<file path="config.mk">
export PLATFORM = sky130hd
export DESIGN_NAME = ber_sweep_sequencer
export DESIGN_NICKNAME = d
export VERILOG_FILES = /design/src/rtl/ber_seq_pkg.sv /design/src/rtl/ber_seq_timer.sv /design/src/rtl/ber_sweep_sequencer.sv
export SDC_FILE = /design/constraint.sdc
export NUM_CORES = 1
export LEC_CHECK = 0
export CAP_MARGIN = 40
export CORE_MARGIN = 2
export CORE_UTILIZATION = 45
export DETAILED_ROUTE_END_ITERATION = 8
export GPL_TIMING_DRIVEN = 0
export PLACE_DENSITY_LB_ADDON = 0.08
export SKIP_LAST_GASP = 1
export SYNTH_ARGS = -nofsm -noshare
export SYNTH_HDL_FRONTEND = slang
export SYNTH_SLANG_ARGS = --single-unit
</file>
<file path="constraint.sdc">
create_clock -name clk -period 6.6 [get_ports clk]
set_input_delay 1.32 -clock clk [delete_from_list [all_inputs] [get_ports clk]]
set_output_delay 1.32 -clock clk [all_outputs]
set_load 0.01 [all_outputs]
</file>
<file path="src/rtl/ber_seq_pkg.sv">
// Shared types and sizing helpers for the BER sweep sequencer.
package ber_seq_pkg;

    localparam int unsigned DEF_COUNT_WIDTH    = 32;
    localparam int unsigned DEF_RESET_CYCLES   = 4;
    localparam int unsigned DEF_WARMUP_CYCLES  = 64;
    localparam int unsigned DEF_TIMEOUT_CYCLES = 1024;

    typedef enum logic [2:0] {
        ST_IDLE,
        ST_RESET,
        ST_WARMUP,
        ST_BASELINE,
        ST_RUN,
        ST_REPORT,
        ST_DONE
    } state_t;

    // Down-counter width able to hold the largest of the three phase lengths.
    function automatic int unsigned tmr_width(input int unsigned a,
                                              input int unsigned b,
                                              input int unsigned c);
        int unsigned m;
        m = a;
        if (b > m) m = b;
        if (c > m) m = c;
        return $clog2(m + 1);
    endfunction

    localparam int unsigned TMR_WIDTH =
        tmr_width(DEF_RESET_CYCLES, DEF_WARMUP_CYCLES, DEF_TIMEOUT_CYCLES);

endpackage

</file>
<file path="src/rtl/ber_seq_timer.sv">
// Loadable down-counter shared by the reset, warm-up and watchdog phases.
module ber_seq_timer
    import ber_seq_pkg::*;
#(
    parameter int unsigned WIDTH = TMR_WIDTH
) (
    input  logic             clk,
    input  logic             rstn,
    input  logic             i_load,
    input  logic [WIDTH-1:0] i_value,
    output logic             o_expired_c
);

    logic [WIDTH-1:0] r_count;

    // Count down to zero and hold there until reloaded.
    always_ff @(posedge clk or negedge rstn) begin
        if (!rstn) begin
            r_count <= '0;
        end else if (i_load) begin
            r_count <= i_value;
        end else if (r_count != '0) begin
            r_count <= r_count - WIDTH'(1);
        end
    end

    assign o_expired_c = (r_count == '0);

endmodule

</file>
<file path="src/rtl/ber_sweep_sequencer.sv">
// Steps the noise setting through all points, measuring bits/errors per point
// over a programmable window and returning one record per point.
module ber_sweep_sequencer
    import ber_seq_pkg::*;
#(
    parameter int unsigned NUM_POINTS     = 8,
    parameter int unsigned SEL_WIDTH      = 3,
    parameter int unsigned RESET_CYCLES   = 4,
    parameter int unsigned WARMUP_CYCLES  = 64,
    parameter int unsigned TIMEOUT_CYCLES = 1024,
    parameter int unsigned COUNT_WIDTH    = DEF_COUNT_WIDTH
) (
    input  logic                   clk,
    input  logic                   rstn,
    input  logic                   start,
    input  logic                   abort,
    input  logic [COUNT_WIDTH-1:0] target_bits,
    input  logic [COUNT_WIDTH-1:0] total_bits,
    input  logic [COUNT_WIDTH-1:0] total_bit_errors,
    output logic                   chain_rstn,
    output logic                   chain_en,
    output logic [SEL_WIDTH-1:0]   noise_sel,
    output logic                   result_valid,
    input  logic                   result_ready,
    output logic [SEL_WIDTH-1:0]   result_sel,
    output logic [COUNT_WIDTH-1:0] result_bits,
    output logic [COUNT_WIDTH-1:0] result_errors,
    output logic                   result_timeout,
    output logic                   busy,
    output logic                   done
);

    localparam int unsigned TW = tmr_width(RESET_CYCLES, WARMUP_CYCLES, TIMEOUT_CYCLES);
    localparam logic [SEL_WIDTH-1:0] LAST_SEL = SEL_WIDTH'(NUM_POINTS - 1);

    state_t                 r_state;
    state_t                 w_state_nxt;
    logic [COUNT_WIDTH-1:0] r_target;
    logic [COUNT_WIDTH-1:0] r_base_bits;
    logic [COUNT_WIDTH-1:0] r_base_err;
    logic [COUNT_WIDTH-1:0] r_prev_bits;
    logic [COUNT_WIDTH-1:0] w_meas_bits;
    logic [COUNT_WIDTH-1:0] w_meas_err;
    logic                   w_hit_target;
    logic                   w_bits_changed;
    logic                   w_tmr_load;
    logic [TW-1:0]          w_tmr_val;
    logic                   w_tmr_expired;
    logic                   w_chain_rstn_nxt;
    logic                   w_chain_en_nxt;
    logic                   w_valid_nxt;
    logic                   w_busy_nxt;
    logic                   w_done_nxt;

    // Window arithmetic is modulo 2^COUNT_WIDTH so counter wrap is harmless.
    assign w_meas_bits    = total_bits - r_base_bits;
    assign w_meas_err     = total_bit_errors - r_base_err;
    assign w_hit_target   = (w_meas_bits >= r_target);
    assign w_bits_changed = (total_bits != r_prev_bits);

    ber_seq_timer #(
        .WIDTH (TW)
    ) u_timer (
        .clk         (clk),
        .rstn        (rstn),
        .i_load      (w_tmr_load),
        .i_value     (w_tmr_val),
        .o_expired_c (w_tmr_expired)
    );

    always_ff @(posedge clk or negedge rstn) begin
        if (!rstn) begin
            r_state <= ST_IDLE;
        end else begin
            r_state <= w_state_nxt;
        end
    end

    // Next state and timer reloads; abort overrides everything outside IDLE.
    always_comb begin
        w_state_nxt = r_state;
        w_tmr_load  = 1'b0;
        w_tmr_val   = '0;
        case (r_state)
            ST_IDLE: begin
                if (start) begin
                    w_state_nxt = ST_RESET;
                    w_tmr_load  = 1'b1;
                    w_tmr_val   = TW'(RESET_CYCLES - 1);
                end
            end
            ST_RESET: begin
                if (w_tmr_expired) begin
                    w_state_nxt = ST_WARMUP;
                    w_tmr_load  = 1'b1;
                    w_tmr_val   = TW'(WARMUP_CYCLES - 1);
                end
            end
            ST_WARMUP: begin
                if (w_tmr_expired) begin
                    w_state_nxt = ST_BASELINE;
                end
            end
            ST_BASELINE: begin
                w_state_nxt = ST_RUN;
                w_tmr_load  = 1'b1;
                w_tmr_val   = TW'(TIMEOUT_CYCLES - 1);
            end
            ST_RUN: begin
                if (w_hit_target || w_tmr_expired) begin
                    w_state_nxt = ST_REPORT;
                end else if (w_bits_changed) begin
                    w_tmr_load = 1'b1;
                    w_tmr_val  = TW'(TIMEOUT_CYCLES - 1);
                end
            end
            ST_REPORT: begin
                if (result_ready) begin
                    if (noise_sel == LAST_SEL) begin
                        w_state_nxt = ST_DONE;
                    end else begin
                        w_state_nxt = ST_RESET;
                        w_tmr_load  = 1'b1;
                        w_tmr_val   = TW'(RESET_CYCLES - 1);
                    end
                end
            end
            ST_DONE: begin
                w_state_nxt = ST_IDLE;
            end
            default: begin
                w_state_nxt = ST_IDLE;
            end
        endcase
        if (abort && (r_state != ST_IDLE)) begin
            w_state_nxt = ST_IDLE;
        end
    end

    // Output values for the state being entered, registered below.
    always_comb begin
        w_chain_rstn_nxt = 1'b0;
        w_chain_en_nxt   = 1'b0;
        w_valid_nxt      = 1'b0;
        w_busy_nxt       = 1'b1;
        w_done_nxt       = 1'b0;
        case (w_state_nxt)
            ST_IDLE: begin
                w_busy_nxt = 1'b0;
            end
            ST_WARMUP, ST_BASELINE, ST_RUN: begin
                w_chain_rstn_nxt = 1'b1;
                w_chain_en_nxt   = 1'b1;
            end
            ST_REPORT: begin
                w_chain_rstn_nxt = 1'b1;
                w_valid_nxt      = 1'b1;
            end
            ST_DONE: begin
                w_done_nxt = 1'b1;
            end
            default: begin
                w_busy_nxt = 1'b1;
            end
        endcase
    end

    always_ff @(posedge clk or negedge rstn) begin
        if (!rstn) begin
            chain_rstn     <= 1'b0;
            chain_en       <= 1'b0;
            result_valid   <= 1'b0;
            busy           <= 1'b0;
            done           <= 1'b0;
            noise_sel      <= '0;
            result_sel     <= '0;
            result_bits    <= '0;
            result_errors  <= '0;
            result_timeout <= 1'b0;
            r_target       <= '0;
            r_base_bits    <= '0;
            r_base_err     <= '0;
            r_prev_bits    <= '0;
        end else begin
            chain_rstn   <= w_chain_rstn_nxt;
            chain_en     <= w_chain_en_nxt;
            result_valid <= w_valid_nxt;
            busy         <= w_busy_nxt;
            done         <= w_done_nxt;
            r_prev_bits  <= total_bits;
            if ((r_state == ST_IDLE) && (w_state_nxt == ST_RESET)) begin
                r_target  <= target_bits;
                noise_sel <= '0;
            end
            if (r_state == ST_BASELINE) begin
                r_base_bits <= total_bits;
                r_base_err  <= total_bit_errors;
            end
            // Target wins over a same-cycle watchdog expiry.
            if ((r_state == ST_RUN) && (w_state_nxt == ST_REPORT)) begin
                result_sel     <= noise_sel;
                result_bits    <= w_meas_bits;
                result_errors  <= w_meas_err;
                result_timeout <= ~w_hit_target;
            end
            if ((r_state == ST_REPORT) && (w_state_nxt == ST_RESET)) begin
                noise_sel <= noise_sel + SEL_WIDTH'(1);
            end
        end
    end

endmodule

</file>
* Word-level counts from Yosys, hierarchy flattened
Cells that the tools add are included.
** Storage, ports and cells
- Register bits after elaboration :: 218
- Input port bits :: 101
- Output and inout bits :: 76
- Logic and storage cells :: 80
** Operators by class
- Add/subtract/negate cells :: 4
- Magnitude comparators :: 1
- Equal/unequal tests :: 13
- Muxes and demuxes :: 31
- Bitwise gates (word level) :: 1
- Reductions and logical operators :: 14
** Operators by type and width (number)
- $sub A32 B32 Y32 :: 2
- $pmux W10 S5 :: 1
- $ge A32 B32 Y1 :: 1
- $ne A32 B32 Y1 :: 1
- $mux W3 :: 9
- $mux W11 :: 2
- $mux W10 :: 2
- $eq A3 B3 Y1 const B :: 6
- $pmux W3 S6 :: 1
- $eq A3 B2 Y1 const B :: 4
- $logic_not A11 Y1 :: 1
- $mux W1 :: 11
- $reduce_bool A11 Y1 :: 1
- $sub A11 B1 Y11 const B :: 1
- $eq A3 B1 Y1 const B :: 2
- $logic_not A3 Y1 :: 2
- $mux W2 :: 3
- $mux W6 :: 1
- $pmux W1 S5 :: 1
- $logic_and A1 B1 Y1 :: 4
- $reduce_bool A2 Y1 :: 2
- $reduce_or A4 Y1 :: 1
- $add A3 B1 Y3 const B :: 1
- $reduce_bool A3 Y1 :: 1
- 3 further kinds :: 3

* Logic depth before layout (Yosys ltp)
- Depth in word-level cells :: 10
- Gate-level depth with buffers :: 23
- Mapped depth without buffers :: 21

* Modules after synthesis
Synthesis repeated with hierarchy kept, for this count alone.
** Unflattened totals
- Cells, all modules :: 1296
- Area, all modules :: 12578.3 µm²
** By module, submodules not included
- ber_sweep_sequencer :: times used 1, cells each 1233, area an instance 11951.5 µm², sequential area each 5180.0 µm²
- ber_seq_timer :: times used 1, cells each 63, area an instance 626.9 µm², sequential area each 275.3 µm²

* Least setup slack after synthesis
Ideal clock, no wire load.
- Path type :: input -> register
- Start point :: input port total_bits[0]
- End point :: register result_sel[0]
- Setup time :: 125 ps
- Data arrival time :: 5747 ps
- Data required time :: 6475 ps
- Path slack :: 729 ps
- Stages on the path :: 22
- Buffers on the path :: 2
- Cells stage by stage :: inv_1 -> ha_1 -> fa_1 -> nor2b_1 -> o31a_1 -> o311a_1 -> o211a_1 -> o211ai_1 -> a31oi_1 -> nor4b_1 -> or3_1 -> ha_1 -> nand4_1 -> or2_2 -> or4_1 -> a21oi_1 -> o31ai_1 -> nand2_1 -> o2111ai_1 -> buf_2 -> clkbuf_1 -> mux2_2
** On the way
- Cells in the longest elaborated chain, start to end :: 8
** RTL lines
- from (decl) :: RTL line ber_sweep_sequencer.sv:18 : input logic [COUNT_WIDTH-1:0] total_bits,
- $sub A32 B32 Y32 :: RTL line ber_sweep_sequencer.sv:56 : assign w_meas_bits = total_bits - r_base_bits;
- net w_meas_bits[30] :: RTL line ber_sweep_sequencer.sv:42 : logic [COUNT_WIDTH-1:0] w_meas_bits;
- $ge A32 B32 Y1 :: RTL line ber_sweep_sequencer.sv:58 : assign w_hit_target = (w_meas_bits >= r_target);
- $logic_or A1 B1 Y1 :: RTL line ber_sweep_sequencer.sv:110 : if (w_hit_target || w_tmr_expired) begin
- $mux W3 :: RTL line ber_sweep_sequencer.sv:110
- $pmux W3 S6 :: RTL line ber_sweep_sequencer.sv:84 : case (r_state)
- $mux W3 :: RTL line ber_sweep_sequencer.sv:135 : if (abort && (r_state != ST_IDLE)) begin
- $eq A3 B3 Y1 :: RTL line ber_sweep_sequencer.sv:200 : if ((r_state == ST_RUN) && (w_state_nxt == ST_REPORT)) begin
- $logic_and A1 B1 Y1 :: RTL line ber_sweep_sequencer.sv:200
- to (signal assigned) :: RTL line ber_sweep_sequencer.sv:201 : result_sel <= noise_sel;
- to (decl) :: RTL line ber_sweep_sequencer.sv:25 : output logic [SEL_WIDTH-1:0] result_sel,
The timed path passes the listed nets, and every way through them passes these cells.
A chain may end at the register's enable or synchronous reset.

* Worst setup path after layout
- Start point :: input port total_bits[3]
- End point :: register result_bits[15]
** On the way
- Cells in the longest elaborated chain, start to end :: 8
** RTL lines
- $sub A32 B32 Y32 :: RTL line ber_sweep_sequencer.sv:56
- net w_meas_bits[30] :: RTL line ber_sweep_sequencer.sv:42
- $ge A32 B32 Y1 :: RTL line ber_sweep_sequencer.sv:58
- $logic_or A1 B1 Y1 :: RTL line ber_sweep_sequencer.sv:110
- $mux W3 :: RTL line ber_sweep_sequencer.sv:110
- $pmux W3 S6 :: RTL line ber_sweep_sequencer.sv:84
- $mux W3 :: RTL line ber_sweep_sequencer.sv:135
- $eq A3 B3 Y1 :: RTL line ber_sweep_sequencer.sv:200
- $logic_and A1 B1 Y1 :: RTL line ber_sweep_sequencer.sv:200
- to (signal assigned) :: RTL line ber_sweep_sequencer.sv:202 : result_bits <= w_meas_bits;
- to (decl) :: RTL line ber_sweep_sequencer.sv:26 : output logic [COUNT_WIDTH-1:0] result_bits,
The timed path passes the listed nets, and every way through them passes these cells.

==> run_results.csv <==
group,metric,value,unit
sta,rsz0062_at_grt,"no",
setup_path,worst_path_max_delay_cell,"or4_4",
cells_and_area,nNetsFinal,1592,
synthesis,synth_fp_nets,1377,
route,final_ant_viol_nets,0,
sta,maxClockFrequency,157,MHz
global_route,grt_max_degree,99,
global_route,first_global_vias,8949,
cells_and_area,n_fill_cell,2347,
route,first_pass_detailed_route_iteration_total,5,
setup_path,crit_buf_inv,4,
sta,relSlewSlack,50.0,%
cts,cts.htree.levels,1,
setup_path,critical_path_arrival,6790,ps
route,wirelength,29600,um
synthesis,syn_area_per_cell,10.3,um^2
route,avgRoutedWirePerCell,16.9,um
setup_path,setup.reg_to_reg.worst_slack,1030,ps
floorplan,initial_core_util,45.5,%
setup_path,critical_path.max_stage_delay,570,ps
cells_and_area,final_cells,1747,
global_route,grt_pass1_wl,47900,um
cells_and_area,num_antenna_cells,0,
cts,clock_insertion_delay_worst_skew,530,ps
run_status,run_status,"finished, final reports clean",
synthesis,synth_ff_type,"dfrtp_1",
sta,final-hold-violation-count,0,
setup_path,worst-r2r-cell-count,22,
setup_path,cp_num_cells,22,
synthesis,synth_edf_count,0,
cts,holdBufCountCts,0,
floorplan,design.die.area,0.0283,mm^2
power_and_ir_drop,design_power_total,0.00689,W
placed_design,place_inst,1697,
synthesis,asyncSetResetFlopFracSynth,100,%
placed_design,placement.setup.worst_slack,-1720,ps
sta,worst_clock_skew,6.94,ps
cts,num_clock_sinks,218,
synthesis,post_synth_instance_area,0.0122,mm^2
global_route,grt_overflow_total,0,
min_path,hold_path.class,"register to register",
synthesis,syn-instance-count,1177,
setup_path,timing.critical_path.from_type,"input pin",
placed_design,hpwlAfterDp,22200,um
sta,fin_crit_sh,96.7,%
global_route,antenna_found_initial,1,
setup_path,setup.worst_path.start,"total_bits[3]",
synthesis,ys_ff_latch,218,
floorplan,num_rows,60,
cells_and_area,layout-drive-gt1-share,13.6,%
setup_path,timing.critical_path.required,7010,ps
route,route.vias.total,9068,
cts,tritoncts,"done",
cts,cts_buffers,26,
cells_and_area,multiInputGateArea,0.00631,mm^2
placed_design,gp_routability_congestion,0.848,
route,post_detailed_route_drc_marker_count,0,
setup_path,worstSetupPathType,"input pin to register",
job,maxCapViolCount,0,
setup_path,worstSetupEndpointType,"register",
setup_path,worstReg2RegStart,"r_base_bits[0]$_DFFE_PN0P_",
synthesis,yosysUniqueCellTypes,67,
setup_path,timing.critical_path.max_delay_family,"simple AND/OR/NAND/NOR gates",
synthesis,synth.yosys.seq_area_share,44.9,%
cts,clock_tree.root_cell,"clkbuf_16",
cts,cts.path.max_buffers,3,
floorplan,chipWidth,168,um
min_path,hold-path-cell-count,2,
power_and_ir_drop,power.density,446,mW/mm^2
setup_path,endpoint_of_the_worst_slack_reg_to_reg_timing_path,"result_bits[15]$_DFFE_PN0P_",
cells_and_area,final_util,57.8,%
sta,hold-worst-slack,475,ps
route,avgViaCountPerCell,5.19,
placed_design,numPortBuffers,176,
sta,post_route_setup_slack,220,ps
sta,setup_viol_count_final,0,
sta,layout_min_cycle_time,6380,ps
sta,slew_violations,0,
cts,clk_pin_slew,60,ps
power_and_ir_drop,cellLeakagePower,7.24,nW
floorplan,io-pin-count,177,
setup_path,worst-path-max-fanout,10,
setup_path,cp-endpoint,"result_bits[15]$_DFFE_PN0P_",
synthesis,yosysWarningCount,0,
global_route,grt_usage,21.1,%
floorplan,die_y,168,um
route,detail_route.iter0.violations,476,
floorplan,floorplan.core_area,0.0267,mm^2
cells_and_area,layout-area-overhead-vs-synth,27.1,%
setup_path,chain_of_cells_forming_the_critical_path,"clkdlybuf4s50_1 -> ha_1 -> o21a_1 -> o31a_1 -> o311a_1 -> o211a_1 -> o211ai_1 -> buf_4 -> a31oi_4 -> nor4b_1 -> or3_1 -> ha_1 -> nand4_1 -> or2_4 -> or4_4 -> a21oi_4 -> o31ai_2 -> nand2_2 -> o2111ai_4 -> buf_6 -> buf_4 -> mux2_2",
power_and_ir_drop,vdd_drop_max,0.201,mV
sta,max_slew.worst_pin.slew,731,ps
cells_and_area,seqCellArea,0.00546,mm^2
## state kept, by name (all words and copies together) (netlist names), 3 cells and up
name and cells:
r_base_bits 32, r_base_err 32, r_prev_bits 32, r_target 32, result_bits 32, result_errors 32
u_timer.r_count 11, noise_sel 3, r_state 3, result_sel 3
## worst min-delay path by stage
stage	start	endpoint	slack (ps)
global placement	result_errors[31]$_DFFE_PN0P_	result_errors[31]$_DFFE_PN0P_	460
global route	result_errors[23]$_DFFE_PN0P_	result_errors[23]$_DFFE_PN0P_	510
CTS	result_errors[16]$_DFFE_PN0P_	result_errors[16]$_DFFE_PN0P_	480
detailed placement	result_errors[31]$_DFFE_PN0P_	result_errors[31]$_DFFE_PN0P_	470
finish	result_errors[0]$_DFFE_PN0P_	result_errors[0]$_DFFE_PN0P_	480
floorplan	r_base_bits[0]$_DFFE_PN0P_	r_base_bits[0]$_DFFE_PN0P_	450
## routing by layer
| metal | global-route usage (%) | wire (um) | up-vias |
|---|---|---|---|
| met1 | 30.5 | 14400 | 4351 |
| met5 | 0 | 16 | - |
| met3 | 3.36 | 1300 | 33 |
| met4 | 4.27 | 560 | 2 |
| met2 | 33.8 | 13300 | 147 |
| li1 | - | - | 4535 |
## cell usage in the layout, fill, tap and decap left out, types with 12 or more instances in the layout
cell type / netlist / layout
nor3_1: 13 / 13
nand2b_1: 13 / 13
xnor2_1: 38 / 38
dfrtp_1: 218 / 218
nand4_1: 12 / 12
nand2_1: 103 / 102
mux2_2: 97 / 97
o21ai_0: 108 / 108
clkbuf_16: 0 / 27
clkdlybuf4s50_1: 0 / 172
ha_1: 97 / 93
clkbuf_1: 17 / 16
a21oi_1: 59 / 57
inv_1: 109 / 107
xor2_1: 53 / 53
o21a_1: 13 / 13
a21o_1: 30 / 30
nor2_1: 38 / 38
## Yosys cell counts (12+ instances only)
cell type,number,area share [%]
nand2_1,103,3.2
nor3_1,13,0.54
mux2_2,97,9.0
ha_1,97,10
inv_1,109,3.4
xor2_1,53,3.8
nand2b_1,13,0.67
nand4_1,12,0.62
o21ai_0,108,4.4
nor2_1,38,1.2
dfrtp_1,218,45
a21o_1,30,1.9
o21a_1,13,0.80
clkbuf_1,17,0.52
xnor2_1,38,2.7
a21oi_1,59,2.4
## cell families after synthesis
group / count (synthesis) / synth area share [%]
AOI/OAI and AO/OA: 278 / 14.0
buffers and inverters: 137 / 4.33
DFF: 218 / 44.9
xor gates and xnor gates: 92 / 6.69
adders and majority gates: 99 / 10.3
and+or+nand+nor: 254 / 10.6
muxes: 99 / 9.15
## cell type report
type | instances | share of cell area (%)
multi-input cells | 822 | 40.8
flip-flops and latches | 218 | 35.3
repair buffers | 187 | 12.2
clock buffers | 37 | 4.94
well taps | 341 | 2.76
inverters | 109 | 2.65
plain buffers | 28 | 0.955
clock inverters | 5 | 0.348
## power breakdown
group,internal [W],switching [W],total [W]
clock,0.000833,0.000553,0.00139
sequential,0.00175,0.000194,0.00195
combinational,0.00165,0.00190,0.00356
## worst reg2reg max path: stages (launching register included)
cell and delay, ps:
dfrtp_1 360, ha_2 200, fa_2 220, nor2b_1 60, o31a_1 330, o311a_1 380, o211a_1 260, o211ai_1 190
buf_4 170, a31oi_4 110, nor4b_1 170, or3_1 420, ha_1 310, nand4_1 120, or2_4 290, or4_4 570
a21oi_4 160, o31ai_2 120, nand2_2 150, o2111ai_4 170, buf_6 200, buf_4 200, mux2_2 290
## stage by stage
stage / setup TNS [ps] / area, um^2
6_report: 0 / 15500
5_1_grt: 0 / 15500
4_1_cts: 0 / 15400
3_5_place_dp: -108960 / 14400
3_3_place_gp: -1277610 / 14300
2_1_floorplan: 0 / 12200
## timing repair
item / 4_1_cts / 5_1_grt
gates cloned: 1 / 0
gates resized for setup: 26 / 16
setup endpoints to repair: 83 / 82
pin swaps: 5 / 4
buffers inserted: 7 / 0
Note: power is estimated with default switching activity, not from simulation.
